==> config.mk <==
export PLATFORM = sky130hd
export DESIGN_NAME = lut_neuron_rt_flat
export DESIGN_NICKNAME = d
export VERILOG_FILES = /design/src/rtl/lut_neuron_rt_if.sv /design/src/rtl/lut_neuron_rt.sv /design/src/flat_wrapper.sv
export SDC_FILE = /design/constraint.sdc
export NUM_CORES = 1
export LEC_CHECK = 0
export ABC_AREA = 1
export CAP_MARGIN = 20
export CORE_ASPECT_RATIO = 1.25
export CORE_MARGIN = 3
export CORE_UTILIZATION = 60
export CTS_CLUSTER_SIZE = 14
export DETAILED_ROUTE_END_ITERATION = 7
export PLACE_DENSITY = 0.8
export SLEW_MARGIN = 20
export SYNTH_ARGS = -nofsm -noshare
export SYNTH_HDL_FRONTEND = slang
export SYNTH_SLANG_ARGS = --single-unit
==> constraint.sdc <==
create_clock -name clk -period 3.6 [get_ports clk]
set_clock_uncertainty 0.2 [all_clocks]
set_input_delay 0.72 -clock clk [delete_from_list [all_inputs] [get_ports clk]]
set_output_delay 0.72 -clock clk [all_outputs]
set_load 0.02 [all_outputs]
==> src/rtl/lut_neuron_rt_if.sv <==
// Handshake, output and table-configuration bundle for one run-time programmable LUT neuron.
// The master side drives lookups and table writes; the slave side is the neuron itself.
interface lut_neuron_rt_if #(
  parameter int ADDR_W   = 6,
  parameter int OUT_BITS = 2
);
  logic                in_valid;
  logic                in_ready;
  logic [ADDR_W-1:0]   in_data;
  logic                out_valid;
  logic                out_ready;
  logic [OUT_BITS-1:0] out_data;
  logic                cfg_we;
  logic [ADDR_W-1:0]   cfg_addr;
  logic [OUT_BITS-1:0] cfg_data;
  logic                table_loaded;

  modport master (
    output in_valid, in_data, out_ready, cfg_we, cfg_addr, cfg_data,
    input  in_ready, out_valid, out_data, table_loaded
  );

  modport slave (
    input  in_valid, in_data, out_ready, cfg_we, cfg_addr, cfg_data,
    output in_ready, out_valid, out_data, table_loaded
  );
endinterface

==> src/rtl/lut_neuron_rt.sv <==
// Run-time loadable LogicNets neuron: a DEPTH-entry truth table behind a 2-stage valid/ready pipeline.
// Stage 1 registers the input vector, stage 2 registers the table lookup of that vector.
module lut_neuron_rt #(
  parameter int FANIN    = 3,
  parameter int IN_BITS  = 2,
  parameter int OUT_BITS = 2,
  parameter int AUTO_INC = 1,
  parameter int GATE_OUT = 1
) (
  input logic            clk,
  input logic            rst_n,
  lut_neuron_rt_if.slave bus
);
  localparam int ADDR_W = FANIN * IN_BITS;
  localparam int DEPTH  = 1 << ADDR_W;

  logic [OUT_BITS-1:0] r_table [DEPTH];

  logic                r_s1_valid;
  logic [ADDR_W-1:0]   r_s1_addr;
  logic                r_out_valid;
  logic [OUT_BITS-1:0] r_out_data;
  logic [ADDR_W-1:0]   r_wr_ptr;
  logic                r_loaded;

  logic                w_adv;
  logic                w_wrap;
  logic [ADDR_W-1:0]   w_wr_addr;
  logic [OUT_BITS-1:0] w_rd_data;

  // Both stages move together whenever the output register is empty or being drained.
  assign w_adv     = !r_out_valid || bus.out_ready;
  assign w_wrap    = (r_wr_ptr == ADDR_W'(DEPTH - 1));
  assign w_wr_addr = (AUTO_INC != 0) ? r_wr_ptr : bus.cfg_addr;
  assign w_rd_data = r_table[r_s1_addr];

  assign bus.in_ready     = w_adv;
  assign bus.out_valid    = r_out_valid;
  assign bus.out_data     = r_out_data;
  assign bus.table_loaded = r_loaded;

  // NOTE: the table has no reset so it maps onto distributed LUT RAM; the
  // non-blocking write also means a same-edge read in stage 2 sees the old entry.
  always_ff @(posedge clk) begin
    if (bus.cfg_we) r_table[w_wr_addr] <= bus.cfg_data;
  end

  always_ff @(posedge clk or negedge rst_n) begin
    if (!rst_n) begin
      r_s1_valid  <= 1'b0;
      r_s1_addr   <= '0;
      r_out_valid <= 1'b0;
      r_out_data  <= '0;
      r_wr_ptr    <= '0;
      r_loaded    <= 1'b0;
    end else begin
      if (w_adv) begin
        r_s1_valid  <= bus.in_valid;
        r_s1_addr   <= bus.in_data;
        r_out_valid <= r_s1_valid;
        r_out_data  <= (GATE_OUT != 0 && !r_loaded) ? '0 : w_rd_data;
      end
      // Writes are independent of the handshake and are honoured during stalls.
      if (bus.cfg_we) begin
        r_wr_ptr <= r_wr_ptr + ADDR_W'(1);
        if (AUTO_INC == 0 || w_wrap) r_loaded <= 1'b1;
      end
    end
  end
endmodule

==> src/flat_wrapper.sv <==
// flat-port wrapper written by rule: the top's interface ports become plain ports
module lut_neuron_rt_flat 
#(
  parameter int FANIN    = 3,
  parameter int IN_BITS  = 2,
  parameter int OUT_BITS = 2,
  parameter int AUTO_INC = 1,
  parameter int GATE_OUT = 1
)
  (clk, rst_n, bus_in_valid, bus_in_data, bus_out_ready, bus_cfg_we, bus_cfg_addr, bus_cfg_data, bus_in_ready, bus_out_valid, bus_out_data, bus_table_loaded);
  lut_neuron_rt_if #(.ADDR_W(6), .OUT_BITS(OUT_BITS)) bus_i ();
  input logic clk;
  input logic rst_n;
  input wire logic [$bits(bus_i.in_valid)-1:0] bus_in_valid;
  input wire logic [$bits(bus_i.in_data)-1:0] bus_in_data;
  input wire logic [$bits(bus_i.out_ready)-1:0] bus_out_ready;
  input wire logic [$bits(bus_i.cfg_we)-1:0] bus_cfg_we;
  input wire logic [$bits(bus_i.cfg_addr)-1:0] bus_cfg_addr;
  input wire logic [$bits(bus_i.cfg_data)-1:0] bus_cfg_data;
  output wire logic [$bits(bus_i.in_ready)-1:0] bus_in_ready;
  output wire logic [$bits(bus_i.out_valid)-1:0] bus_out_valid;
  output wire logic [$bits(bus_i.out_data)-1:0] bus_out_data;
  output wire logic [$bits(bus_i.table_loaded)-1:0] bus_table_loaded;
  assign bus_i.in_valid = bus_in_valid;
  assign bus_i.in_data = bus_in_data;
  assign bus_i.out_ready = bus_out_ready;
  assign bus_i.cfg_we = bus_cfg_we;
  assign bus_i.cfg_addr = bus_cfg_addr;
  assign bus_i.cfg_data = bus_cfg_data;
  assign bus_in_ready = bus_i.in_ready;
  assign bus_out_valid = bus_i.out_valid;
  assign bus_out_data = bus_i.out_data;
  assign bus_table_loaded = bus_i.table_loaded;
  lut_neuron_rt #(.FANIN(FANIN), .IN_BITS(IN_BITS), .OUT_BITS(OUT_BITS), .AUTO_INC(AUTO_INC), .GATE_OUT(GATE_OUT)) u_core (.clk(clk), .rst_n(rst_n), .bus(bus_i));
endmodule
# [Word-level counts from Yosys, hierarchy flattened]
# Memories as Yosys holds them, arrays and structs flattened.
# Cells that the tools add are included.
[word_totals] regBits=17 latch_bits=0 mem_bits_rw=128 rom_bits=0 in_bits=19 out_inout_bits=5 elab_cells=15 mem_count=1
[mem_list] memory="u_core.r_table" words=64 width=2 read_ports=1 rd_ports_with_merged_regs=0 wr=1 line_no="lut_neuron_rt.sv:17" rtl="logic [OUT_BITS-1:0] r_table [DEPTH];"
[classes] addsub=1 mul=0 div_mod_pow=0 n_lt_le_gt_ge=0 n_eq_ne=1 n_shift=0 muxes=3 bitwise_logic=0 reduce_logical=3
[op_table] op="$add A6 B1 Y6 const B" n=1
[op_table] op="$eq A6 B6 Y1 const B" n=1
[op_table] op="$mux W1" n=2
[op_table] op="$mux W2" n=1
[op_table] op="$reduce_and A2 Y1" n=1
[op_table] op="$logic_not A1 Y1" n=1
[op_table] op="$logic_or A1 B1 Y1" n=1

# [Depth between registers and ports, before layout]
[depth] depth_word=2 ltp_mapped=13 ltp_nobuf=11

# [Worst setup path after synthesis]
# No wires, ideal clock.
[synth_timing] path_type="in2out" startpoint="in bus_out_ready" endpoint="out bus_in_ready" arrival_time_ns=1.272 setup_slack_ns=1.408 cell_stages=3 n_path_buf=1 cell_sequence="nor2_1 inv_1 clkbuf_1"
[synth_between] elab_chain_cells=1
[synth_lines] item="from (decl)" line_no="flat_wrapper.sv:16" rtl="input wire logic [$bits(bus_i.out_ready)-1:0] bus_out_ready;"
[synth_lines] item="$logic_or A1 B1 Y1" line_no="lut_neuron_rt.sv:32" rtl="assign w_adv = !r_out_valid || bus.out_ready;"
[synth_lines] item="to (decl)" line_no="flat_wrapper.sv:20" rtl="output wire logic [$bits(bus_i.in_ready)-1:0] bus_in_ready;"
# Every way passes these cells.

# [Final worst setup path]
# Same ends and word-level chain as after synthesis.

==> reports/qor.yml <==
sta:
  drv_slew: 0
  timing.final.ws_setup_ns: 0.711
  worst_slew_pin_slew_ns: 0.847
  setup_tns_ns: 0
  setup_viol: 0
  period_needed_ns: 2.89
  hold_violations: 0
  fmax_ghz: 0.346
  max_slew_margin_pct: 43.4
  rsz0062_at_grt: "no"
  period_share_pct: 80.2
finish:
  multiInputGateArea_um2: 1690
  nNetsFinal: 629
  fillerInstances: 676
  area_growth_pct: 11.1
  diodes: 0
  drive_gt1_share_pct: 6.11
  regArea_um2: 4270
yosys:
  synthAdderAreaFrac_pct: 0.200
  ys_ff_latch: 145
  synth_fp_nets: 617
  synthSimpleGateAreaFrac_pct: 25.5
  synth_cell_types: 19
  synth.cell_area_um2: 6270
  synth_top_family_by_area: "simple AND/OR/NAND/NOR gates"
  synth-compound-area-share_pct: 0.798
  syn_inst: 597
  seq_area_frac_synth_pct: 68.1
  synth_xor_area_share_pct: 0.419
  syn_area_per_cell_um2: 10.5
  yosys-mux-area-fraction_pct: 0
  yosys_warnings: 0
cts:
  cts_resized: 0
  clk_pin_slew_worst_paths_ns: 0.06
  clk_latency_ns: 0.42
  postCtsHoldBufs: 0
  cts_max_path_buffers: 2
  cts_buffers: 17
  cts.htree.levels: 4
  cts.sinks: 145
  tritoncts: "yes"
  cts_setup_buffers: 0
  cts-root-buf: "clkbuf_16"
floorplanning:
  rows: 41
  io_pins: 24
  start_util_pct: 61.7
  die_h_um: 120
  dieArea_um2: 11700
  coreArea_um2: 10200
  die_w_um: 97.4
critical_path:
  r2r_start: "u_core.r_s1_addr[0]"
  cp.required_ns: 2.68
  worstSetupPathType: "input pin to primary output"
  endpoint_kind: "primary output"
  cp_max_fo: 4
  startpoint_type: "input pin"
  reg2reg_depth: 12
  critPathLaunch: "bus_out_ready"
  regToRegSetupSlack_ns: 1.16
  timing.rr.end: "u_core.bus.out_data[1]"
  arrival_ns: 1.97
global_route:
  antenna_found_initial: 0
  grt_pass1_vias: 4475
  gr-total-overflow: 0
  grt_usage_pct: 25.2
  grt_pass1_wl_um: 22200
  grt_max_degree: 65
placed_design:
  gp_congestion: 0.932
  place_ws_ns: 0.658
  detailed_place_hpwl_um: 7930
  port-buffer-count: 17
pwr:
  cellPowerDensity_nw_per_um2: 638
  p_leak_uw: 0.00262
  ir_drop_mv: 0.379
  total_power_uw: 4450
routing:
  drt_iter0_markers: 620
  vias: 4487
  dr.pass1.iters: 7
  vias_per_cell: 5.97
  ant_nets: 0
  drc: 0
  wl_um: 14200
  drt-wirelength-per-cell_um: 18.9
min_path:
  hold_class: "flip-flop to flip-flop"
  hold_start: "u_core.r_s1_valid"
  holdPathEnd: "u_core.bus.out_valid"
  holdPathStages: 2
job:
  cap_violations: 0
outcome:
  outcome: "completed"
==> registers in the layout (all words and copies together), names as in the netlist <==
register / flops
u_core.r_s1_valid: 1
u_core.r_s1_addr: 6
u_core.r_table: 128
u_core.bus.out_data: 2
u_core.bus.table_loaded: 1
u_core.r_wr_ptr: 6
u_core.bus.out_valid: 1
==> cells by family (layout without fill, tap and decap cells) <==
kind of cell	Yosys count	after routing
compound gates	10	10
xor+xnor	3	3
fa+ha+maj	1	1
buf+inv	53	78
flops	145	145
simple gates	385	385
==> worst max-delay path: stages <==
cell             delay [ns]
clkdlybuf4s50_1        0.40
nor2_1                 0.22
inv_1                  0.09
clkdlybuf4s50_1        0.54
==> final cells by class <==
cell class | instances | share of cell area (%)
clock buffers | 22 | 6.66
well taps | 129 | 2.32
repair buffers | 22 | 2.91
clock inverters | 10 | 1.24
inverters | 24 | 1.29
flip-flops and latches | 145 | 61.3
multi-input cells | 399 | 24.3
==> worst max-delay path by stage <==
| stage | end |
|---|---|
| 6_report | bus_in_ready |
| 4_1_cts | bus_in_ready |
| 5_1_grt | bus_in_ready |
| 3_5_place_dp | u_core.r_table[24][0] |
| 2_1_floorplan | bus_in_ready |
| 3_3_place_gp | u_core.r_table[24][0] |
==> layer usage <==
layer	up-vias	global-route usage, %	part of all wire, %
met5	-	0	0
met4	0	13.2	3.7
met3	50	6.52	8.8
met2	241	43.3	51
met1	2141	28.9	36
li1	2055	-	-
==> power breakdown <==
| group | total (uW) | internal [uW] | switching [uW] |
|---|---|---|---|
| Clock | 1620 | 979 | 640 |
| Sequential | 2030 | 1940 | 93.4 |
| Combinational | 795 | 201 | 594 |
| Total | 4450 | 3120 | 1330 |
==> synth_stat cells, drive strengths merged <==
cell type    n  share of area, %
nand3      116               9.3
nor2        69               4.1
xor2         3              0.42
dfrtp       17               6.8
buf         26               3.3
clkinv       1             0.060
o21ai        9              0.72
nor3         7              0.56
a21oi        1             0.080
edfxtp     128                61
nand4        1              0.10
inv         23               1.4
ha           1              0.20
nand2      192                11
clkbuf       3              0.18
==> placed cells by master, fill, tap and decap left out <==
cell type          n
xor2_1             3
clkdlybuf4s50_1   15
nand2_1          192
edfxtp_1         128
nor3_1             7
inv_1             20
clkinv_2           3
dfrtp_1           16
ha_1               1
nor2_1            69
nand3_1          116
clkbuf_16         17
clkbuf_1           3
clkinv_4           3
nand4_1            1
dfrtp_2            1
buf_4              7
o21ai_0            9
clkbuf_8           2
clkinv_1           3
bufinv_16          1
inv_2              3
clkinvlp_4         1
a21oi_1            1
==> per-stage QoR <==
step	area, um2	utilization [%]	std cells	hold WS, ns
2_1_floorplan	6270	-	597	0.220
3_3_place_gp	6410	63.1	719	0.239
3_5_place_dp	6410	63.1	719	0.256
4_1_cts	6960	68.5	751	0.270
5_1_grt	6970	68.6	751	0.292
6_report	6970	68.6	751	0.268
Power figures use the tool's default switching activity.
